File: config.mk
export PLATFORM = sky130hd
export DESIGN_NAME = noise_generator_flat
export DESIGN_NICKNAME = d
export VERILOG_FILES = /design/src/rtl/noise_generator_pkg.sv /design/src/rtl/noise_generator_if.sv /design/src/rtl/noise_generator_lfsr_core.sv /design/src/rtl/noise_generator.sv /design/src/flat_wrapper.sv
export SDC_FILE = /design/constraint.sdc
export NUM_CORES = 1
export LEC_CHECK = 0
export BUFFER_PORTS_ARGS = -buffer_cell sky130_fd_sc_hd__buf_2
export CORE_UTILIZATION = 55
export DETAILED_ROUTE_END_ITERATION = 16
export MAX_ROUTING_LAYER = met4
export PLACE_DENSITY = 0.86
export SETUP_SLACK_MARGIN = 0.1
export SLEW_MARGIN = 0
export SYNTH_ARGS = -nofsm -noshare
export SYNTH_HDL_FRONTEND = slang
export SYNTH_SLANG_ARGS = --single-unit
File: constraint.sdc
create_clock -name CLK -period 5.1 [get_ports CLK]
set_input_delay 0.765 -clock CLK [delete_from_list [all_inputs] [get_ports CLK]]
set_output_delay 0.765 -clock CLK [all_outputs]
set_load 0.03 [all_outputs]
File: src/rtl/noise_generator_pkg.sv
// ---------------------------------------------------------------------------
// noise_pkg
// Shared constants, the controller state type and the LFSR step function for
// the noise source.
//   DATA_WIDTH     : width of the signed noise sample
//   LFSR_WIDTH     : width of the Galois LFSR state
//   DEFAULT_SEED   : state after reset and substitute for a zero seed
//   TAPS           : Galois right-shift feedback mask (x^32+x^22+x^2+x+1)
//   WARMUP_CYCLES  : LFSR advances thrown away after START
//   ATTEN_MAX      : largest useful attenuation shift (sample width - 1)
// ---------------------------------------------------------------------------
package noise_pkg;

  localparam int DATA_WIDTH     = 12;
  localparam int LFSR_WIDTH     = 32;
  localparam int WARMUP_CYCLES  = 16;
  localparam int WARM_CNT_WIDTH = $clog2(WARMUP_CYCLES);

  localparam logic [LFSR_WIDTH-1:0] DEFAULT_SEED = 32'hACE1_2468;
  localparam logic [LFSR_WIDTH-1:0] TAPS         = 32'h8020_0003;

  // Shifting a 12-bit signed value by 11 already leaves only the sign, so
  // anything larger is clamped here.
  localparam logic [3:0] ATTEN_MAX = 4'd11;

  typedef enum logic [1:0] {
    IDLE   = 2'd0,
    WARMUP = 2'd1,
    RUN    = 2'd2
  } noise_state_t;

  // One Galois step: shift right, and fold the taps in when a 1 falls out.
  function automatic logic [LFSR_WIDTH-1:0] lfsr_next(input logic [LFSR_WIDTH-1:0] s);
    return s[0] ? ((s >> 1) ^ TAPS) : (s >> 1);
  endfunction

endpackage

File: src/rtl/noise_generator_if.sv
// ---------------------------------------------------------------------------
// noise_generator_if
// Control and data bundle of the noise source.
//   START, STOP      : one-cycle pulses to begin / end generation
//   SEED_LOAD, SEED  : seed load request and value (honoured only when idle)
//   ATTEN            : arithmetic right-shift applied to each sample
//   DATA_FROM_NOISE  : signed noise sample, zero whenever not valid
//   NOISE_VALID      : DATA_FROM_NOISE carries a sample this cycle
//   BUSY             : generator is warming up or running
// master = controller / consumer side, slave = noise_generator.
// ---------------------------------------------------------------------------
interface noise_generator_if;
  import noise_pkg::*;

  logic                  START;
  logic                  STOP;
  logic                  SEED_LOAD;
  logic [LFSR_WIDTH-1:0] SEED;
  logic [3:0]            ATTEN;
  logic [DATA_WIDTH-1:0] DATA_FROM_NOISE;
  logic                  NOISE_VALID;
  logic                  BUSY;

  modport master (
    output START, STOP, SEED_LOAD, SEED, ATTEN,
    input  DATA_FROM_NOISE, NOISE_VALID, BUSY
  );

  modport slave (
    input  START, STOP, SEED_LOAD, SEED, ATTEN,
    output DATA_FROM_NOISE, NOISE_VALID, BUSY
  );

endinterface

File: src/rtl/noise_generator_lfsr_core.sv
// ---------------------------------------------------------------------------
// lfsr_core
// 32-bit Galois LFSR with seed load and advance enable.
//   CLK, RESET : clock, synchronous active-high reset (state -> DEFAULT_SEED)
//   load       : take seed this cycle (a zero seed becomes DEFAULT_SEED)
//   seed       : seed value
//   advance    : step the register this cycle
//   sample     : low DATA_WIDTH bits of the current state
// ---------------------------------------------------------------------------
module lfsr_core
  import noise_pkg::*;
(
  input  logic                  CLK,
  input  logic                  RESET,
  input  logic                  load,
  input  logic [LFSR_WIDTH-1:0] seed,
  input  logic                  advance,
  output logic [DATA_WIDTH-1:0] sample
);

  logic [LFSR_WIDTH-1:0] state_q;

  // Load has priority over advance; the controller never asks for both, but
  // a zero seed must never reach the register or the sequence locks up.
  always_ff @(posedge CLK) begin
    if (RESET) begin
      state_q <= DEFAULT_SEED;
    end else if (load) begin
      state_q <= (seed == '0) ? DEFAULT_SEED : seed;
    end else if (advance) begin
      state_q <= lfsr_next(state_q);
    end
  end

  assign sample = state_q[DATA_WIDTH-1:0];

endmodule

File: src/rtl/noise_generator.sv
// ---------------------------------------------------------------------------
// noise_generator
// White-noise source: START runs the LFSR through a warm-up, then emits one
// attenuated 12-bit signed sample per clock until STOP.
//   CLK   : clock
//   RESET : synchronous active-high reset
//   bus   : noise_generator_if.slave (START/STOP/SEED_LOAD/SEED/ATTEN in,
//           DATA_FROM_NOISE/NOISE_VALID/BUSY out, all outputs registered)
// ---------------------------------------------------------------------------
module noise_generator
  import noise_pkg::*;
(
  input  logic                CLK,
  input  logic                RESET,
  noise_generator_if.slave    bus
);

  noise_state_t                state;
  logic [WARM_CNT_WIDTH-1:0]   warm_cnt;
  logic [DATA_WIDTH-1:0]       data_q;
  logic                        valid_q;
  logic                        busy_q;

  logic                        lfsr_load;
  logic                        lfsr_advance;
  logic [DATA_WIDTH-1:0]       lfsr_sample;
  logic [3:0]                  shift_amt;
  logic signed [DATA_WIDTH-1:0] atten_sample;

  // Seeds are only accepted while idle. The LFSR steps in WARMUP and RUN,
  // but not on the STOP edge, so a later restart picks up where it left off.
  assign lfsr_load    = (state == IDLE) && bus.SEED_LOAD;
  assign lfsr_advance = (state != IDLE) && !bus.STOP;

  lfsr_core u_lfsr (
    .CLK     (CLK),
    .RESET   (RESET),
    .load    (lfsr_load),
    .seed    (bus.SEED),
    .advance (lfsr_advance),
    .sample  (lfsr_sample)
  );

  assign shift_amt    = (bus.ATTEN > ATTEN_MAX) ? ATTEN_MAX : bus.ATTEN;
  assign atten_sample = $signed(lfsr_sample) >>> shift_amt;

  // Controller: IDLE -> WARMUP on START, WARMUP -> RUN after the last
  // warm-up step, STOP from either active state back to IDLE. STOP beats a
  // simultaneous START. Outputs are registered and cleared outside RUN.
  always_ff @(posedge CLK) begin
    if (RESET) begin
      state    <= IDLE;
      warm_cnt <= '0;
      data_q   <= '0;
      valid_q  <= 1'b0;
      busy_q   <= 1'b0;
    end else begin
      case (state)
        IDLE: begin
          data_q  <= '0;
          valid_q <= 1'b0;
          if (bus.START && !bus.STOP) begin
            state    <= WARMUP;
            warm_cnt <= '0;
            busy_q   <= 1'b1;
          end else begin
            busy_q   <= 1'b0;
          end
        end
        WARMUP: begin
          data_q  <= '0;
          valid_q <= 1'b0;
          if (bus.STOP) begin
            state  <= IDLE;
            busy_q <= 1'b0;
          end else begin
            warm_cnt <= warm_cnt + 1'b1;
            busy_q   <= 1'b1;
            if (warm_cnt == WARM_CNT_WIDTH'(WARMUP_CYCLES - 1)) begin
              state <= RUN;
            end
          end
        end
        RUN: begin
          if (bus.STOP) begin
            state   <= IDLE;
            data_q  <= '0;
            valid_q <= 1'b0;
            busy_q  <= 1'b0;
          end else begin
            data_q  <= atten_sample;
            valid_q <= 1'b1;
            busy_q  <= 1'b1;
          end
        end
        default: begin
          state   <= IDLE;
          data_q  <= '0;
          valid_q <= 1'b0;
          busy_q  <= 1'b0;
        end
      endcase
    end
  end

  assign bus.DATA_FROM_NOISE = data_q;
  assign bus.NOISE_VALID     = valid_q;
  assign bus.BUSY            = busy_q;

endmodule

File: src/flat_wrapper.sv
// flat-port wrapper written by rule: the top's interface ports become plain ports
module noise_generator_flat import noise_pkg::*;
  (CLK, RESET, bus_START, bus_STOP, bus_SEED_LOAD, bus_SEED, bus_ATTEN, bus_DATA_FROM_NOISE, bus_NOISE_VALID, bus_BUSY);
  noise_generator_if bus_i ();
  input  logic CLK;
  input  logic RESET;
  input wire logic [$bits(bus_i.START)-1:0] bus_START;
  input wire logic [$bits(bus_i.STOP)-1:0] bus_STOP;
  input wire logic [$bits(bus_i.SEED_LOAD)-1:0] bus_SEED_LOAD;
  input wire logic [$bits(bus_i.SEED)-1:0] bus_SEED;
  input wire logic [$bits(bus_i.ATTEN)-1:0] bus_ATTEN;
  output wire logic [$bits(bus_i.DATA_FROM_NOISE)-1:0] bus_DATA_FROM_NOISE;
  output wire logic [$bits(bus_i.NOISE_VALID)-1:0] bus_NOISE_VALID;
  output wire logic [$bits(bus_i.BUSY)-1:0] bus_BUSY;
  assign bus_i.START = bus_START;
  assign bus_i.STOP = bus_STOP;
  assign bus_i.SEED_LOAD = bus_SEED_LOAD;
  assign bus_i.SEED = bus_SEED;
  assign bus_i.ATTEN = bus_ATTEN;
  assign bus_DATA_FROM_NOISE = bus_i.DATA_FROM_NOISE;
  assign bus_NOISE_VALID = bus_i.NOISE_VALID;
  assign bus_BUSY = bus_i.BUSY;
  noise_generator u_core (.CLK(CLK), .RESET(RESET), .bus(bus_i));
endmodule
== Word level (Yosys, flattened, before mapping) ==
Cells that the tools add are included.
Word-level totals
  output and inout port bits: 14
  word-level logic and storage cells: 48
  bits in registers: 52
Operators by class
  shift operators: 1
  mux-type cells: 16
  $add $sub $neg: 1
  order comparisons: 1
  reductions and logical operators: 14
  equality and inequality tests: 7
  bitwise gates (word level): 2
Operator list (number)
  32-bit two-way mux: 4
  32-bit zero test: 1
  4-bit two-way mux: 3
  12-bit by 4-bit >>> shifter with 12-bit output: 1
  2-bit two-way mux: 4
  4-bit one-hot mux with 2 select lines: 1
  2-bit != test (second input constant): 3
  2-bit one-hot mux with 3 select lines: 1
  3-bit AND reduction: 2
  2-bit nonzero test: 3
  4-bit by 1-bit adder with 4-bit output (second input constant): 1
  4-bit == test (second input constant): 1
  4-bit > comparator (second input constant): 1
  3-bit inverter with 4-bit output: 1
  2-bit OR reduction: 2
  1-bit logical AND: 3
  3-bit by 2-bit != test with 1-bit output (second input constant): 1
  3-bit OR reduction: 1
  2-bit by 1-bit == test with 1-bit output (second input constant): 1
  2-bit == test (second input constant): 1
  2-bit zero test: 1
  1-bit two-way mux: 2
  1-bit one-hot mux with 2 select lines: 1
  1-bit zero test: 1
  1-bit inverter: 1

== Longest topological paths before layout ==
Gate-level depths: netlist (run 1).
  depth after elaboration: 4
  gate-level depth with buffers: 8

== Modules after synthesis ==
Synthesis (run 1) repeated with hierarchy kept, for this count alone.
Second synthesis, totals
  cells, all modules: 365
  area, all modules: 3016.6 um2
Modules (own cells, without submodules)
  lfsr_core: sequential area each 640.6 um2, area each 1711.6 um2, times used 1, cells each 204
  noise_generator: sequential area each 400.4 um2, area each 1305.0 um2, times used 1, cells each 161

== Least setup slack after synthesis (run 1) ==
No wires, ideal clock.
  path kind: in2reg
  from: input bus_ATTEN[0]
  to: register u_core.data_q[2], in the netlist u_core.bus.DATA_FROM_NOISE[2]
  stages on the path: 6
  buffers on the path: 2
  setup slack: 3.116 ns
  library setup time: 0.115 ns
  required time: 4.985 ns
  data arrival time: 1.869 ns
  path through: buf_6 buf_6 a211oi_1 mux2_2 o2bb2ai_1 o21a_1
Between the ends
  word-level cells in the longest chain between the ends: 3
Ends and longest elaborated chain
  start: declaration: RTL line flat_wrapper.sv:11  | input wire logic [$bits(bus_i.ATTEN)-1:0] bus_ATTEN;
  4-bit > comparator: RTL line noise_generator.sv:44  | assign shift_amt = (bus.ATTEN > ATTEN_MAX) ? ATTEN_MAX : bus.ATTEN;
  4-bit two-way mux (*): RTL line noise_generator.sv:44
  12-bit by 4-bit >>> shifter with 12-bit output (*): RTL line noise_generator.sv:45  | assign atten_sample = $signed(lfsr_sample) >>> shift_amt;
  end signal: assignment: RTL line noise_generator.sv:91  | data_q <= atten_sample;
  end: declaration: RTL line noise_generator.sv:20  | logic [DATA_WIDTH-1:0] data_q;
Every way passes the cells marked *; elsewhere a longest branch is shown, timed or not.
A chain may end at the register's enable or synchronous reset.

== Worst setup path in the final report (run 1) ==
  from: register u_core.state[0]
  to: register u_core.u_lfsr.state_q[3]
Between the ends
  word-level cells in the longest chain between the ends: 3
  elaborated cells between the ends (all ways): 6
Ends and longest elaborated chain
  start: declaration: RTL line noise_generator.sv:18  | noise_state_t state;
  start signal: assignment: RTL line noise_generator.sv:52  | state <= IDLE;
  start signal: assignment: RTL line noise_generator.sv:63  | state <= WARMUP;
  start signal: assignment: RTL line noise_generator.sv:74  | state <= IDLE;
  2-bit zero test or 2-bit nonzero test (tied branches): RTL line noise_generator.sv:32, noise_generator.sv:33
  1-bit logical AND (on tied branches): RTL line noise_generator.sv:32, noise_generator.sv:33
  32-bit two-way mux or 2-bit nonzero test (tied branches)
  end signal: assignment: RTL line noise_generator_lfsr_core.sv:29  | state_q <= (seed == '0) ? DEFAULT_SEED : seed;
  end signal: assignment: RTL line noise_generator_lfsr_core.sv:31  | state_q <= lfsr_next(state_q);
  end: declaration: RTL line noise_generator_lfsr_core.sv:21  | logic [LFSR_WIDTH-1:0] state_q;
Parallel ways exist; a longest one is shown, timed or not.

==> run metrics, run 1 <==
outcome completed; Yosys warning total 0; Synth Area in Simple Gates 17.7%; via count 2,517; Max Freq 372 MHz; Final Cycle Share 52.7%; antenna diode count 0; routed wire length 6.13 mm; Routed Antenna Nets 0; DRT Pass-1 Iters 4; Synth Area in Compound Gates 27.9%; largest family of logic cells by synthesized area compound AO/OA/AOI/OAI gates; Syn Inst Count 307; Vert. Die Dim 71.6 um; Main synth FF type dfxtp_1; Post-DP Area 2860 um2; Period minus WS final 2.69 ns; worst vdd ir 0.000286 V; Worst Tran Pin Value 1.10 ns; post-synthesis xor/xnor area fraction 1.32%; post-synthesis mux area share 5.27%; synthesis-to-layout area growth 12.4%; gpl congestion 0.971; synthesized area per cell 8.67 um2; number of top-level pins 55; H-tree levels 2; Syn Std Cell Area 2660 um2; post-CTS setup buffer count 0; Post-synth EDFFs 0; CP arrival 2.84 ns; GRT overflow 0; post-synth top area cell dfxtp_1; max_slew headroom 26.5%; layout cells sized above 1 21.6%; CTS tree done; post-synth net total 354; vias in the first global route 2,183; Initial Utilization 59.1%; # DRC 0; clk slew on worst S/H paths 0.09 ns; Worst-Skew Late Latency 0.31 ns; Die W 71.6 um; area share of the largest cell type after synthesis 39.1%; clock root buffer clkbuf_8; fin nets 390; Int Pwr 0.879 mW; WL/cell 15.5 um; Yosys reg bits 52; crit path launch type register; dpl cells 388; core area 4500 um2; sw power 0.481 mW; post-route insts no fill 395; clock sink count 52; Final Setup Violations 0; Crit. End Element register; Clock Power Share 23.6%; Buffers on Ports 54; DP Wirelength 4.22 mm; Sequential Power Share 43.1%; crit path kind register to register; largest net degree at the start of global routing 42; CTS Buffer Depth 2; sequential cell area fraction in the yosys report 39.1%; Cell Pwr Density 455 nW/um2; Post-CTS Hold Fix Bufs 0; Max-Cap Viols 0; top cells by area in the synthesized netlist dfxtp_1 39%, a21oi_1 5.1%, a221oi_1 4.9%; Hold Path Class register to register; Crit Path Max Fanout 14; Worst Clk Skew 0.0147 ns; leakage power 1.21 nW; Post-synth ARST share 0%; post-route setup TNS 0 ns; total track usage 25.3%; Final Max Slew Viols 0; initial antenna violation count 0; library cells used by synthesis 45; post-CTS sizing 0; Vias/cell 6.37; FP Rows 24; RSZ-0062 raised after global routing false; Gate power share 33.3%; CP required 5.25 ns; Final Cell Area 2990 um2; initial DRC count 215; Switching Fraction 35.4%; CTS buffer count 5; final hold viol count 0; Die ar. 5120 um2; commonest cells in the netlist 52 x dfxtp_1, 27 x a21oi_1, 26 x nor2_1; first-pass GRT wire length 10.0 mm; post-synthesis adder-cell area fraction 2.82%; most common cell in the synthesized netlist dfxtp_1
-- stage by stage --
| step | setup WS [ns] | util [%] | hold WS, ns | power (mW) |
|---|---|---|---|---|
| floorplan | 3.12 | - | 0.460 | 0.933 |
| global placement | 2.36 | 63.6 | 0.474 | 1.02 |
| detailed placement | 2.37 | 63.6 | 0.480 | 1.04 |
| CTS | 2.47 | 66.4 | 0.497 | 1.35 |
| global route | 2.19 | 66.4 | 0.530 | 1.44 |
| finish | 2.41 | 66.4 | 0.497 | 1.36 |
-- worst max-delay path, stage by stage (launching register included) --
cell	delay, ns
dfxtp_1	0.39
inv_1	0.10
ha_1	0.31
nor2_1	0.75
a21oi_1	0.46
a221oi_1	0.37
o21ai_0	0.15
-- sequential cells by signal (all words and copies together) (netlist names) --
| name | count |
|---|---|
| u_core.bus.DATA_FROM_NOISE | 12 |
| u_core.bus.NOISE_VALID | 1 |
| u_core.u_lfsr.state_q | 32 |
| u_core.state | 2 |
| u_core.bus.BUSY | 1 |
| u_core.warm_cnt | 4 |
-- cell usage in the layout (no fill, tap or decap), types with 9 or more instances in the layout --
cell type / synthesis / routed
a21oi_1: 27 / 27
o22ai_1: 18 / 18
o21ai_0: 18 / 18
nor4_1: 9 / 9
nor2_1: 26 / 26
dfxtp_1: 52 / 52
a221oi_1: 15 / 15
buf_2: 5 / 54
nand2_1: 10 / 10
nor3_1: 22 / 22
-- logic make-up after synthesis --
| family | Yosys count |
|---|---|
| buf+inv | 31 |
| mux | 12 |
| simple gates | 93 |
| compound gates | 109 |
| xor+xnor | 4 |
| flops | 52 |
| fa+ha+maj | 6 |
-- routing by layer --
layer / share of wire [%] / track usage [%] / wire length [um] / up-vias
li1: - / - / - / 1229
met1: 44 / 32.4 / 2690 / 1164
met2: 48 / 40.2 / 2920 / 114
met3: 6.7 / 4.22 / 410 / 10
met4: 1.8 / 10.0 / 112 / 0
met5: 0 / - / 0 / -
-- path summary, 6_finish.rpt --
path	to	start	cells past startpoint	slack (ns)
hold reg to reg	u_core.u_lfsr.state_q[19]	u_core.u_lfsr.state_q[19]	2	0.50
setup / recovery	u_core.u_lfsr.state_q[3]	u_core.state[0]	6	2.41
hold / removal	u_core.u_lfsr.state_q[19]	u_core.u_lfsr.state_q[19]	2	0.50
setup reg to reg	u_core.u_lfsr.state_q[3]	u_core.state[0]	6	2.41
-- area by class of cell --
class | instances | area, um2
clock buffers | 5 | 68.8
well taps | 52 | 65.1
clock inverters | 2 | 60.1
flip-flops and latches | 52 | 1040
multi-input cells | 224 | 1460
repair buffers | 54 | 270
fillers | 369 | 1510
inverters | 6 | 22.5
-- power groups by stage --
stage                     sequential (mW)  combinational, mW  clock, mW
after global placement              0.588              0.433          0
after global routing                0.597              0.502      0.338
after detailed placement            0.592              0.444          0
after floorplan                     0.567              0.365          0
final                               0.587              0.453      0.321
after CTS                           0.583              0.447      0.324
(Power assumes the default switching activity.)
==> inputs of run 2 (changes only) <==
Settings changed: CORE_UTILIZATION 55 to 49, PLACE_DENSITY 0.86 to 0.81.
Clock period 5.1 ns to 2.3 ns, I/O delays scaled along.
==> run 2 against run 1 <==
- power rose by 120%
- wire length up 7.9%
- clock skew shrank 0.0047 ns
- design area increased by 1.9%
- cell count increased by 6.6%
- flip-flop and latch count stayed put
- hold slack got worse by 0.27 ns
- fmax rose by 39%
- critical path depth increased by 1
- critical path type unchanged
- critical endpoint is now u_core.u_lfsr.state_q[0]
- largest cell class unchanged
- highest routed layer unchanged
==> run metrics, run 2 (synthesis gave the netlist of run 1 again) <==
synthesis-to-layout area growth 14.6%; DRT Pass-1 Iters 7; layout cells sized above 1 23.4%; CP required 2.52 ns; Max-Cap Viols 0; Hold Path Class input pin to register; post-CTS sizing 0; Cell Pwr Density 984 nW/um2; Int Pwr 1.89 mW; core area 5170 um2; Layout Utilization 59.0%; number of top-level pins 55; crit path kind register to register; initial antenna violation count 0; Final Max Slew Viols 0; Vert. Die Dim 75.7 um; Max Freq 518 MHz; RSZ-0062 raised after global routing false; Final Cell Area 3050 um2; post-CTS setup buffer count 0; fin nets 397; first-pass GRT wire length 10.6 mm; largest net degree at the start of global routing 40; Die W 75.7 um; Period minus WS final 1.93 ns; Crit Path Max Fanout 21; routed wire length 6.61 mm; gpl congestion 0.906; most common cell after layout, fill and taps aside buf_2; Die ar. 5730 um2; clock sink count 52; final hold viol count 0; via count 2,573; max reg flops 32; FP Rows 26; DP Wirelength 4.64 mm; # DRC 0; total track usage 25.0%; Gate power share 36.0%; Biggest register u_core.u_lfsr.state_q; WL/cell 15.7 um; leakage power 1.23 nW; Vias/cell 6.11; Worst Clk Skew 0.0100 ns; footprint of the multi-input gates 1470 um2; Clock Power Share 20.5%; Buffers on Ports 54; Worst-Skew Late Latency 0.30 ns; vias in the first global route 2,326; GRT overflow 0; CTS tree done; Sequential Power Share 43.6%; Post-CTS Hold Fix Bufs 0; max_slew headroom 56.3%; sw power 1.11 mW; Final Cycle Share 83.9%; Post-DP Area 2940 um2; Register Area 1040 um2; CTS Buffer Depth 2; Crit. End Element register; outcome completed; commonest non-fill, non-tap cells in the layout 54 x buf_2, 52 x dfxtp_1, 26 x a21oi_1, 26 x nor2_1, 22 x nor3_1; antenna diode count 0; initial DRC count 202; Switching Fraction 36.9%; Initial Utilization 51.5%; Worst Tran Pin Value 0.655 ns; fillers 483; worst vdd ir 0.000448 V; CP arrival 2.15 ns; CTS buffer count 5; Final Setup Violations 0; post-route setup TNS 0 ns; crit path launch type register; clock root buffer clkbuf_8; clk slew on worst S/H paths 0.09 ns; Routed Antenna Nets 0; Tot Pwr 3.00 mW; H-tree levels 2
## run 2: changes by cell type in the layout (fill, tap and decap cells not counted)
cell | previous run | this run
a21oi_1 | 27 | 26
a21oi_2 | 0 | 1
buf_4 | 0 | 7
bufinv_16 | 2 | 1
clkbuf_1 | 0 | 1
clkinv_2 | 0 | 1
## run 2: path summary, 6_finish.rpt
kind / from / end / slack, ns / depth (start not counted)
max: u_core.state[0] / u_core.u_lfsr.state_q[0] / 0.37 / 7
min: RESET / u_core.warm_cnt[0] / 0.23 / 2
max reg2reg: u_core.state[0] / u_core.u_lfsr.state_q[0] / 0.37 / 7
min reg2reg: u_core.u_lfsr.state_q[18] / u_core.u_lfsr.state_q[18] / 0.50 / 2
## run 2: power groups by stage
stage	Clock [mW]	Combinational, mW	Sequential (mW)
after floorplan	0	0.810	1.26
after global placement	0	1.03	1.31
after detailed placement	0	1.06	1.31
after CTS	0.623	1.06	1.30
after global routing	0.662	1.21	1.33
final	0.615	1.08	1.31
## run 2: per-layer routing
layer	vias up	share of wire (%)	track usage (%)
met5	-	0	-
met4	0	2.4	10.9
met3	19	4.9	3.31
li1	1242	-	-
met1	1188	45	31.2
met2	124	48	40.7
## run 2: area by class of cell
type                    instances  area share (%)
multi-input cells             224            48.1
flip-flops and latches         52            34.1
repair buffers                 61            10.6
well taps                      70            2.87
clock buffers                   6            2.38
clock inverters                 2            1.15
inverters                       6           0.739
## run 2: critical path: stages, from the launching register on
cell	delay (ns)
dfxtp_1	0.39
inv_1	0.10
ha_1	0.31
or2_2	0.49
nand2_1	0.15
buf_4	0.18
a21oi_1	0.07
nor3_1	0.14
## run 2: through the flow
stage | hold slack, ns | instances | worst slack, ns
detailed placement | 0.482 | 413 | 0.196
finish | 0.229 | 421 | 0.370
floorplan | 0.460 | 307 | 0.578
global route | 0.221 | 421 | 0.219
global placement | 0.471 | 413 | 0.344
CTS | 0.223 | 421 | 0.189
